[src/rtl/ps2_host_transmitter_pkg.sv]
// Shared PS/2 host definitions: transmitter state encoding, command
// constants and small helpers for timing and frame construction.
package ps2_host_transmitter_pkg;

  typedef logic [2:0] ps2_tx_state_t;

  localparam ps2_tx_state_t ST_IDLE      = 3'd0;
  localparam ps2_tx_state_t ST_INHIBIT   = 3'd1;
  localparam ps2_tx_state_t ST_RELEASE   = 3'd2;
  localparam ps2_tx_state_t ST_SHIFT     = 3'd3;
  localparam ps2_tx_state_t ST_ACK       = 3'd4;
  localparam ps2_tx_state_t ST_WAIT_IDLE = 3'd5;

  localparam logic [7:0] PS2_CMD_SET_LEDS = 8'hED;
  localparam logic [7:0] PS2_CMD_RESET    = 8'hFF;
  localparam logic [7:0] PS2_ACK          = 8'hFA;

  // Whole-MHz clock times microseconds gives a cycle count.
  function automatic int unsigned us_to_cycles(input int unsigned clk_hz,
                                               input int unsigned us);
    return (clk_hz / 32'd1000000) * us;
  endfunction

  // PS/2 uses odd parity: the bit makes the total count of ones odd.
  function automatic logic odd_parity(input logic [7:0] data);
    return ~^data;
  endfunction

  // Frame as shifted out LSB first: data, parity, stop.
  function automatic logic [9:0] build_frame(input logic [7:0] data);
    return {1'b1, odd_parity(data), data};
  endfunction

endpackage

[src/rtl/ps2_host_transmitter_line_filter.sv]
// Conditions one raw PS/2 line: two-flop synchronizer, a run-length
// glitch filter and a one-cycle falling-edge pulse on the filtered level.
// The level resets high, matching an idle bus.
module ps2_line_filter #(
  parameter int unsigned FILTER_LEN = 32'd8
) (
  input  logic clk,
  input  logic rst,
  input  logic line_raw,
  output logic level,
  output logic fall
);

  logic                  sync1_r;
  logic                  sync2_r;
  logic [FILTER_LEN-1:0] hist_r;
  logic                  level_r;
  logic                  fall_r;

  // Synchronize, keep the last FILTER_LEN samples, accept a level only when all agree.
  always_ff @(posedge clk) begin
    if (!rst) begin
      sync1_r <= 1'b1;
      sync2_r <= 1'b1;
      hist_r  <= {FILTER_LEN{1'b1}};
      level_r <= 1'b1;
      fall_r  <= 1'b0;
    end else begin
      sync1_r <= line_raw;
      sync2_r <= sync1_r;
      hist_r  <= {hist_r[FILTER_LEN-2:0], sync2_r};
      if (&hist_r) begin
        level_r <= 1'b1;
        fall_r  <= 1'b0;
      end else if (~|hist_r) begin
        level_r <= 1'b0;
        fall_r  <= level_r;
      end else begin
        fall_r  <= 1'b0;
      end
    end
  end

  assign level = level_r;
  assign fall  = fall_r;

endmodule

[src/rtl/ps2_host_transmitter.sv]
// PS/2 host-to-device transmitter: inhibits the bus, issues a
// request-to-send, shifts one command byte out on device clock edges,
// checks the device ACK and reports done or error. txBusy doubles as
// the receive-path inhibit.
module ps2_host_transmitter
  import ps2_host_transmitter_pkg::*;
#(
  parameter int unsigned CLOCK_FREQUENCY = 32'd100000000,
  parameter int unsigned INHIBIT_US      = 32'd100,
  parameter int unsigned TIMEOUT_US      = 32'd20000,
  parameter int unsigned FILTER_LEN      = 32'd8
) (
  input  logic       clk,
  input  logic       rst,
  input  logic       txStart,
  input  logic [7:0] txData,
  output logic       txBusy,
  output logic       txDone,
  output logic       txError,
  output logic       rxInhibit,
  input  logic       ps2ClkIn,
  input  logic       ps2DataIn,
  output logic       ps2ClkDriveLow,
  output logic       ps2DataDriveLow
);

  localparam int unsigned INHIBIT_CYCLES = us_to_cycles(CLOCK_FREQUENCY, INHIBIT_US);
  localparam int unsigned TIMEOUT_CYCLES = us_to_cycles(CLOCK_FREQUENCY, TIMEOUT_US);

  logic          clk_level_s;
  logic          clk_fall_s;
  logic          data_level_s;
  logic          data_fall_unused_s;

  ps2_tx_state_t state_r;
  logic [9:0]    bits_r;
  logic [3:0]    bit_cnt_r;
  logic [31:0]   inhibit_cnt_r;
  logic [31:0]   timer_r;
  logic          tx_busy_r;
  logic          tx_done_r;
  logic          tx_error_r;
  logic          clk_drive_r;
  logic          data_drive_r;

  ps2_line_filter #(.FILTER_LEN(FILTER_LEN)) u_clk_filter (
    .clk      (clk),
    .rst      (rst),
    .line_raw (ps2ClkIn),
    .level    (clk_level_s),
    .fall     (clk_fall_s)
  );

  ps2_line_filter #(.FILTER_LEN(FILTER_LEN)) u_data_filter (
    .clk      (clk),
    .rst      (rst),
    .line_raw (ps2DataIn),
    .level    (data_level_s),
    .fall     (data_fall_unused_s)
  );

  // Transfer sequencer: all outputs come straight from these registers.
  always_ff @(posedge clk) begin
    if (!rst) begin
      state_r       <= ST_IDLE;
      bits_r        <= 10'd0;
      bit_cnt_r     <= 4'd0;
      inhibit_cnt_r <= 32'd0;
      timer_r       <= 32'd0;
      tx_busy_r     <= 1'b0;
      tx_done_r     <= 1'b0;
      tx_error_r    <= 1'b0;
      clk_drive_r   <= 1'b0;
      data_drive_r  <= 1'b0;
    end else begin
      tx_done_r  <= 1'b0;
      tx_error_r <= 1'b0;
      case (state_r)
        ST_IDLE: begin
          if (txStart) begin
            bits_r        <= build_frame(txData);
            bit_cnt_r     <= 4'd0;
            inhibit_cnt_r <= 32'd0;
            tx_busy_r     <= 1'b1;
            clk_drive_r   <= 1'b1;
            data_drive_r  <= 1'b0;
            state_r       <= ST_INHIBIT;
          end else begin
            state_r       <= ST_IDLE;
          end
        end
        ST_INHIBIT: begin
          // The host owns the clock here, so the sampled clock is ignored.
          if (inhibit_cnt_r == INHIBIT_CYCLES - 32'd1) begin
            clk_drive_r  <= 1'b0;
            data_drive_r <= 1'b1;
            timer_r      <= 32'd0;
            state_r      <= ST_RELEASE;
          end else begin
            inhibit_cnt_r <= inhibit_cnt_r + 32'd1;
          end
        end
        ST_RELEASE, ST_SHIFT, ST_ACK, ST_WAIT_IDLE: begin
          if (timer_r == TIMEOUT_CYCLES - 32'd1) begin
            // Device stopped responding: give the bus back and report.
            tx_error_r   <= 1'b1;
            tx_busy_r    <= 1'b0;
            clk_drive_r  <= 1'b0;
            data_drive_r <= 1'b0;
            state_r      <= ST_IDLE;
          end else begin
            timer_r <= timer_r + 32'd1;
            case (state_r)
              ST_RELEASE: begin
                state_r <= ST_SHIFT;
              end
              ST_SHIFT: begin
                if (clk_fall_s) begin
                  // Stop bit is 1, so the tenth edge releases the data line.
                  data_drive_r <= ~bits_r[0];
                  bits_r       <= {1'b0, bits_r[9:1]};
                  bit_cnt_r    <= bit_cnt_r + 4'd1;
                  if (bit_cnt_r == 4'd9) begin
                    state_r <= ST_ACK;
                  end else begin
                    state_r <= ST_SHIFT;
                  end
                end else begin
                  state_r <= ST_SHIFT;
                end
              end
              ST_ACK: begin
                if (clk_fall_s) begin
                  if (!data_level_s) begin
                    state_r <= ST_WAIT_IDLE;
                  end else begin
                    tx_error_r   <= 1'b1;
                    tx_busy_r    <= 1'b0;
                    clk_drive_r  <= 1'b0;
                    data_drive_r <= 1'b0;
                    state_r      <= ST_IDLE;
                  end
                end else begin
                  state_r <= ST_ACK;
                end
              end
              ST_WAIT_IDLE: begin
                if (clk_level_s && data_level_s) begin
                  tx_done_r <= 1'b1;
                  tx_busy_r <= 1'b0;
                  state_r   <= ST_IDLE;
                end else begin
                  state_r   <= ST_WAIT_IDLE;
                end
              end
              default: begin
                state_r <= ST_IDLE;
              end
            endcase
          end
        end
        default: begin
          tx_busy_r    <= 1'b0;
          clk_drive_r  <= 1'b0;
          data_drive_r <= 1'b0;
          state_r      <= ST_IDLE;
        end
      endcase
    end
  end

  assign txBusy          = tx_busy_r;
  assign rxInhibit       = tx_busy_r;
  assign txDone          = tx_done_r;
  assign txError         = tx_error_r;
  assign ps2ClkDriveLow  = clk_drive_r;
  assign ps2DataDriveLow = data_drive_r;

endmodule

[config.mk]
export PLATFORM = sky130hd
export DESIGN_NAME = ps2_host_transmitter
export DESIGN_NICKNAME = d
export VERILOG_FILES = /design/src/rtl/ps2_host_transmitter_pkg.sv /design/src/rtl/ps2_host_transmitter_line_filter.sv /design/src/rtl/ps2_host_transmitter.sv
export SDC_FILE = /design/constraint.sdc
export NUM_CORES = 1
export LEC_CHECK = 0
export ABC_AREA = 1
export CAP_MARGIN = 10
export CELL_PAD_IN_SITES_DETAIL_PLACEMENT = 0
export CELL_PAD_IN_SITES_GLOBAL_PLACEMENT = 1
export CORE_MARGIN = 4
export CORE_UTILIZATION = 40
export DETAILED_ROUTE_END_ITERATION = 10
export GPL_ROUTABILITY_DRIVEN = 0
export PLACE_DENSITY = 0.81
export SYNTH_ARGS = -nofsm -noshare
export SYNTH_HDL_FRONTEND = slang
export SYNTH_SLANG_ARGS = --single-unit
[constraint.sdc]
create_clock -name clk -period 2.04 [get_ports clk]
set_clock_uncertainty 0.1 [all_clocks]
set_input_delay 0.51 -clock clk [delete_from_list [all_inputs] [get_ports clk]]
set_output_delay 0.51 -clock clk [all_outputs]
set_load 0.01 [all_outputs]
==> impl_metrics.sql <==
INSERT INTO impl_metrics (metric_group, metric, value, unit) VALUES
('clock_tree', 'cts-root-buf', 'sky130_fd_sc_hd__clkbuf_16', ''),
('sta', 'max_slew_margin', '71.0', '%'),
('placed_design', 'io_buffers', '18', ''),
('clock_tree', 'number_of_buffers_created_by_cts', '9', ''),
('yosys', 'post_synth_main_area_contributors', 'sky130_fd_sc_hd__dfxtp_1 35%, sky130_fd_sc_hd__nand2_1 18%, sky130_fd_sc_hd__nand3_1 8.0%, sky130_fd_sc_hd__nor2_1 6.7%, sky130_fd_sc_hd__a21oi_1 6.5%', ''),
('critical_path', 'timing_worst_setup_path_type', 'reg -> reg', ''),
('sta', 'max_freq', '0.524', 'GHz'),
('critical_path', 'setup.worst_path.end_class', 'register', ''),
('clock_tree', 'cts_tree', 'built', ''),
('power', 'vdd_drop_max', '0.000368', 'V'),
('yosys', 'ys.warnings.count', '0', ''),
('power', 'power_density', '692', 'nW/um^2'),
('yosys', 'syn-cell-area', '6200', 'um^2'),
('cells_and_area', 'layout.cells.most_common_list', '300 x sky130_fd_sc_hd__nand2_1, 108 x sky130_fd_sc_hd__nor2_1, 107 x sky130_fd_sc_hd__dfxtp_1', ''),
('yosys', 'count_of_flip_flops_with_a_built_in_enable_after_synthesis', '0', ''),
('cells_and_area', 'final.fill_count', '1618', ''),
('floorplanning', 'starting_density_of_the_core', '40.8', '%'),
('yosys', 'post_synth_num_cell_types', '37', ''),
('global_routing', 'grt_antenna_before_repair', '0', ''),
('sta', 'timing.final.max_slew_violations', '0', ''),
('power', 'p_total', '0.00514', 'W'),
('yosys', 'synthFlopType', 'sky130_fd_sc_hd__dfxtp_1', ''),
('sta', 'period_minus_slack', '1.91', 'ns'),
('route', 'drt_pre_antenna_iters', '5', ''),
('status', 'status', 'finished, final reports clean', ''),
('global_routing', 'grt_overflow_total', '0', ''),
('global_routing', 'grt_most_used_layer', 'met2', ''),
('global_routing', 'grt_usage', '19.3', '%'),
('clock_tree', 'h-tree-depth', '3', ''),
('critical_path', 'crit_required', '2.19', 'ns'),
('yosys', 'synth.yosys.seq_area_share', '35.2', '%'),
('cells_and_area', 'final_antenna_diode_count', '0', ''),
('sta', 'max_slew.worst_pin.slew', '0.432', 'ns'),
('cells_and_area', 'share_of_layout_cells_above_drive_strength_1', '12.4', '%'),
('yosys', 'netlist.top_cell.by_area', 'sky130_fd_sc_hd__dfxtp_1', ''),
('sta', 'finalHoldViolCount', '0', ''),
('sta', 'fin_worst_hold_slack', '0.314', 'ns'),
('route', 'drt_iter0_markers', '384', ''),
('global_routing', 'grt_max_degree', '42', ''),
('yosys', 'post_synth_inst_count', '998', ''),
('sta', 'finalSetupTns', '0', 'ns'),
('route', 'antenna_left', '0', ''),
('clock_tree', 'cts_hold_buffers', '0', ''),
('placed_design', 'dp_hpwl', '12500', 'um'),
('route', 'drt-wirelength-per-cell', '13.4', 'um'),
('sta', 'setup_repair_after_global_routing_missed_its_margin', 'no', ''),
('yosys', 'top_cell_type_s_share_of_synthesized_area', '35.2', '%'),
('cells_and_area', 'fin_cells', '1255', ''),
('floorplanning', 'io-pin-count', '19', ''),
('critical_path', 'worstSetupStartpointType', 'register', ''),
('critical_path', 'crit_fanout', '5', ''),
('global_routing', 'grt_pass1_vias', '5843', ''),
('power', 'leakage', '2.94', 'nW'),
('sta', 'report.final.setup_viol', '0', ''),
('critical_path', 'worst_ep_arrival_time', '2.06', 'ns'),
('floorplanning', 'die_y_extent', '133', 'um'),
('floorplanning', 'die_width', '133', 'um'),
('global_routing', 'met1_usage', '27.3', '%'),
('route', 'route.detailed.vias_per_inst', '5.07', ''),
('floorplanning', 'floorplan.die_area', '17600', 'um^2'),
('route', 'post-route-drc-count', '0', ''),
('clock_tree', 'insertion_delay', '0.36', 'ns'),
('job', 'maxCapViolCount', '0', ''),
('clock_tree', 'clockBufferDepth', '2', ''),
('sta', 'post-route-period-util', '93.6', '%'),
('placed_design', 'place_inst', '1234', ''),
('yosys', 'synthesis.nets', '1015', ''),
('global_routing', 'grt.met3_usage', '2.28', '%'),
('floorplanning', 'number_of_core_rows', '45', ''),
('yosys', 'ys_seq_elements', '109', ''),
('route', 'wl', '16800', 'um');
synth_stat cells (2+ instances only):
cell type,count
sky130_fd_sc_hd__nor4_1,5
sky130_fd_sc_hd__a22oi_1,2
sky130_fd_sc_hd__xnor2_1,5
sky130_fd_sc_hd__nand3b_1,8
sky130_fd_sc_hd__o21ai_1,2
sky130_fd_sc_hd__nor3_1,41
sky130_fd_sc_hd__xor2_1,10
sky130_fd_sc_hd__or2_2,12
sky130_fd_sc_hd__nor3b_1,6
sky130_fd_sc_hd__nand2_1,300
sky130_fd_sc_hd__clkbuf_1,18
sky130_fd_sc_hd__buf_4,3
sky130_fd_sc_hd__nor2_1,111
sky130_fd_sc_hd__buf_6,2
sky130_fd_sc_hd__o21a_1,2
sky130_fd_sc_hd__a21oi_1,80
sky130_fd_sc_hd__nor2_4,2
sky130_fd_sc_hd__ha_1,4
sky130_fd_sc_hd__a21oi_2,4
sky130_fd_sc_hd__dfxtp_1,109
sky130_fd_sc_hd__nand2_2,4
sky130_fd_sc_hd__nor2_2,3
sky130_fd_sc_hd__inv_1,105
sky130_fd_sc_hd__nand3_1,99
sky130_fd_sc_hd__nand4_1,13
sky130_fd_sc_hd__o21ai_0,23
sky130_fd_sc_hd__inv_2,10
sky130_fd_sc_hd__buf_2,5
sky130_fd_sc_hd__a31oi_1,2
stage by stage:
stage / instance area (um^2) / setup slack, ns / utilization, %
3_5_place_dp: 6990 / 0.0457 / 46.0
2_1_floorplan: 6200 / 0.0983 / -
3_3_place_gp: 6990 / 0.0668 / 46.0
5_1_grt: 7430 / 0.000125 / 48.8
4_1_cts: 7320 / 0.0503 / 48.1
6_report: 7430 / 0.131 / 48.8
registers in the layout, summed over array words and instances, names as in the netlist:
name	cells
bit_cnt_r	4
bits_r	10
inhibit_cnt_r	32
ps2ClkDriveLow	1
ps2DataDriveLow	1
rxInhibit	1
state_r	3
timer_r	32
txDone	1
txError	1
u_clk_filter.fall	1
u_clk_filter.hist_r	8
u_clk_filter.level	1
u_clk_filter.sync1_r	1
u_clk_filter.sync2_r	1
u_data_filter.hist_r	8
u_data_filter.level	1
u_data_filter.sync1_r	1
u_data_filter.sync2_r	1
kinds of logic (layout without fill, tap and decap cells):
family                     Yosys count  in the layout  synth area share, %
and+or+nand+nor                    606            606                 42.2
buffers and inverters              143            212                 9.18
AOI/OAI and AO/OA                  121            121                 10.5
xor gates and xnor gates            15             15                 2.12
DFF                                109            109                 35.2
adders and majority gates            4              4                0.807
worst paths after layout:
| kind | from | end | slack (ns) | depth (start not counted) |
|---|---|---|---|---|
| worst max-delay path | timer_r[1] | ps2DataDriveLow | 0.13 | 12 |
| worst min-delay path | u_data_filter.sync1_r | u_data_filter.sync2_r | 0.31 | 1 |
| worst max register to register | timer_r[1] | ps2DataDriveLow | 0.13 | 12 |
| worst min register to register | u_data_filter.sync1_r | u_data_filter.sync2_r | 0.31 | 1 |
timing repair:
action / CTS / global route
setup endpoints to repair: 0 / 60
resized for setup: 0 / 19
buffers inserted: 0 / 5
layer usage:
metal	share of wire, %	wire length (um)
met1	49	8300
met2	45	7540
met3	4.5	756
met4	1.2	205
met5	0	0
critical path: stages, from the launching register on:
cell                      delay, ns
sky130_fd_sc_hd__dfxtp_2       0.34
sky130_fd_sc_hd__ha_2          0.18
sky130_fd_sc_hd__nand2_2       0.08
sky130_fd_sc_hd__nor2_4        0.17
sky130_fd_sc_hd__inv_1         0.11
sky130_fd_sc_hd__nor2_2        0.15
sky130_fd_sc_hd__nand3_2       0.13
sky130_fd_sc_hd__nor2_1        0.14
sky130_fd_sc_hd__nor2_1        0.05
sky130_fd_sc_hd__nor2_1        0.15
sky130_fd_sc_hd__nand3_1       0.10
sky130_fd_sc_hd__nand2_1       0.07
sky130_fd_sc_hd__nor2_1        0.04
power by group:
part | leakage [nW] | switching [W] | internal, W
combinational | 1.90 | 0.000623 | 0.000392
clock | 0.156 | 0.000960 | 0.000902
sequential | 0.885 | 0.0000461 | 0.00222
layout make-up:
class	count	area [um^2]	area share [%]
well taps	188	235	3.17
flip-flops and latches	109	2180	29.4
repair buffers	81	728	9.81
inverters	115	438	5.90
clock inverters	7	101	1.36
multi-input cells	746	3510	47.3
clock buffers	9	225	3.03
No activity file was read; power rests on OpenSTA's default activity.
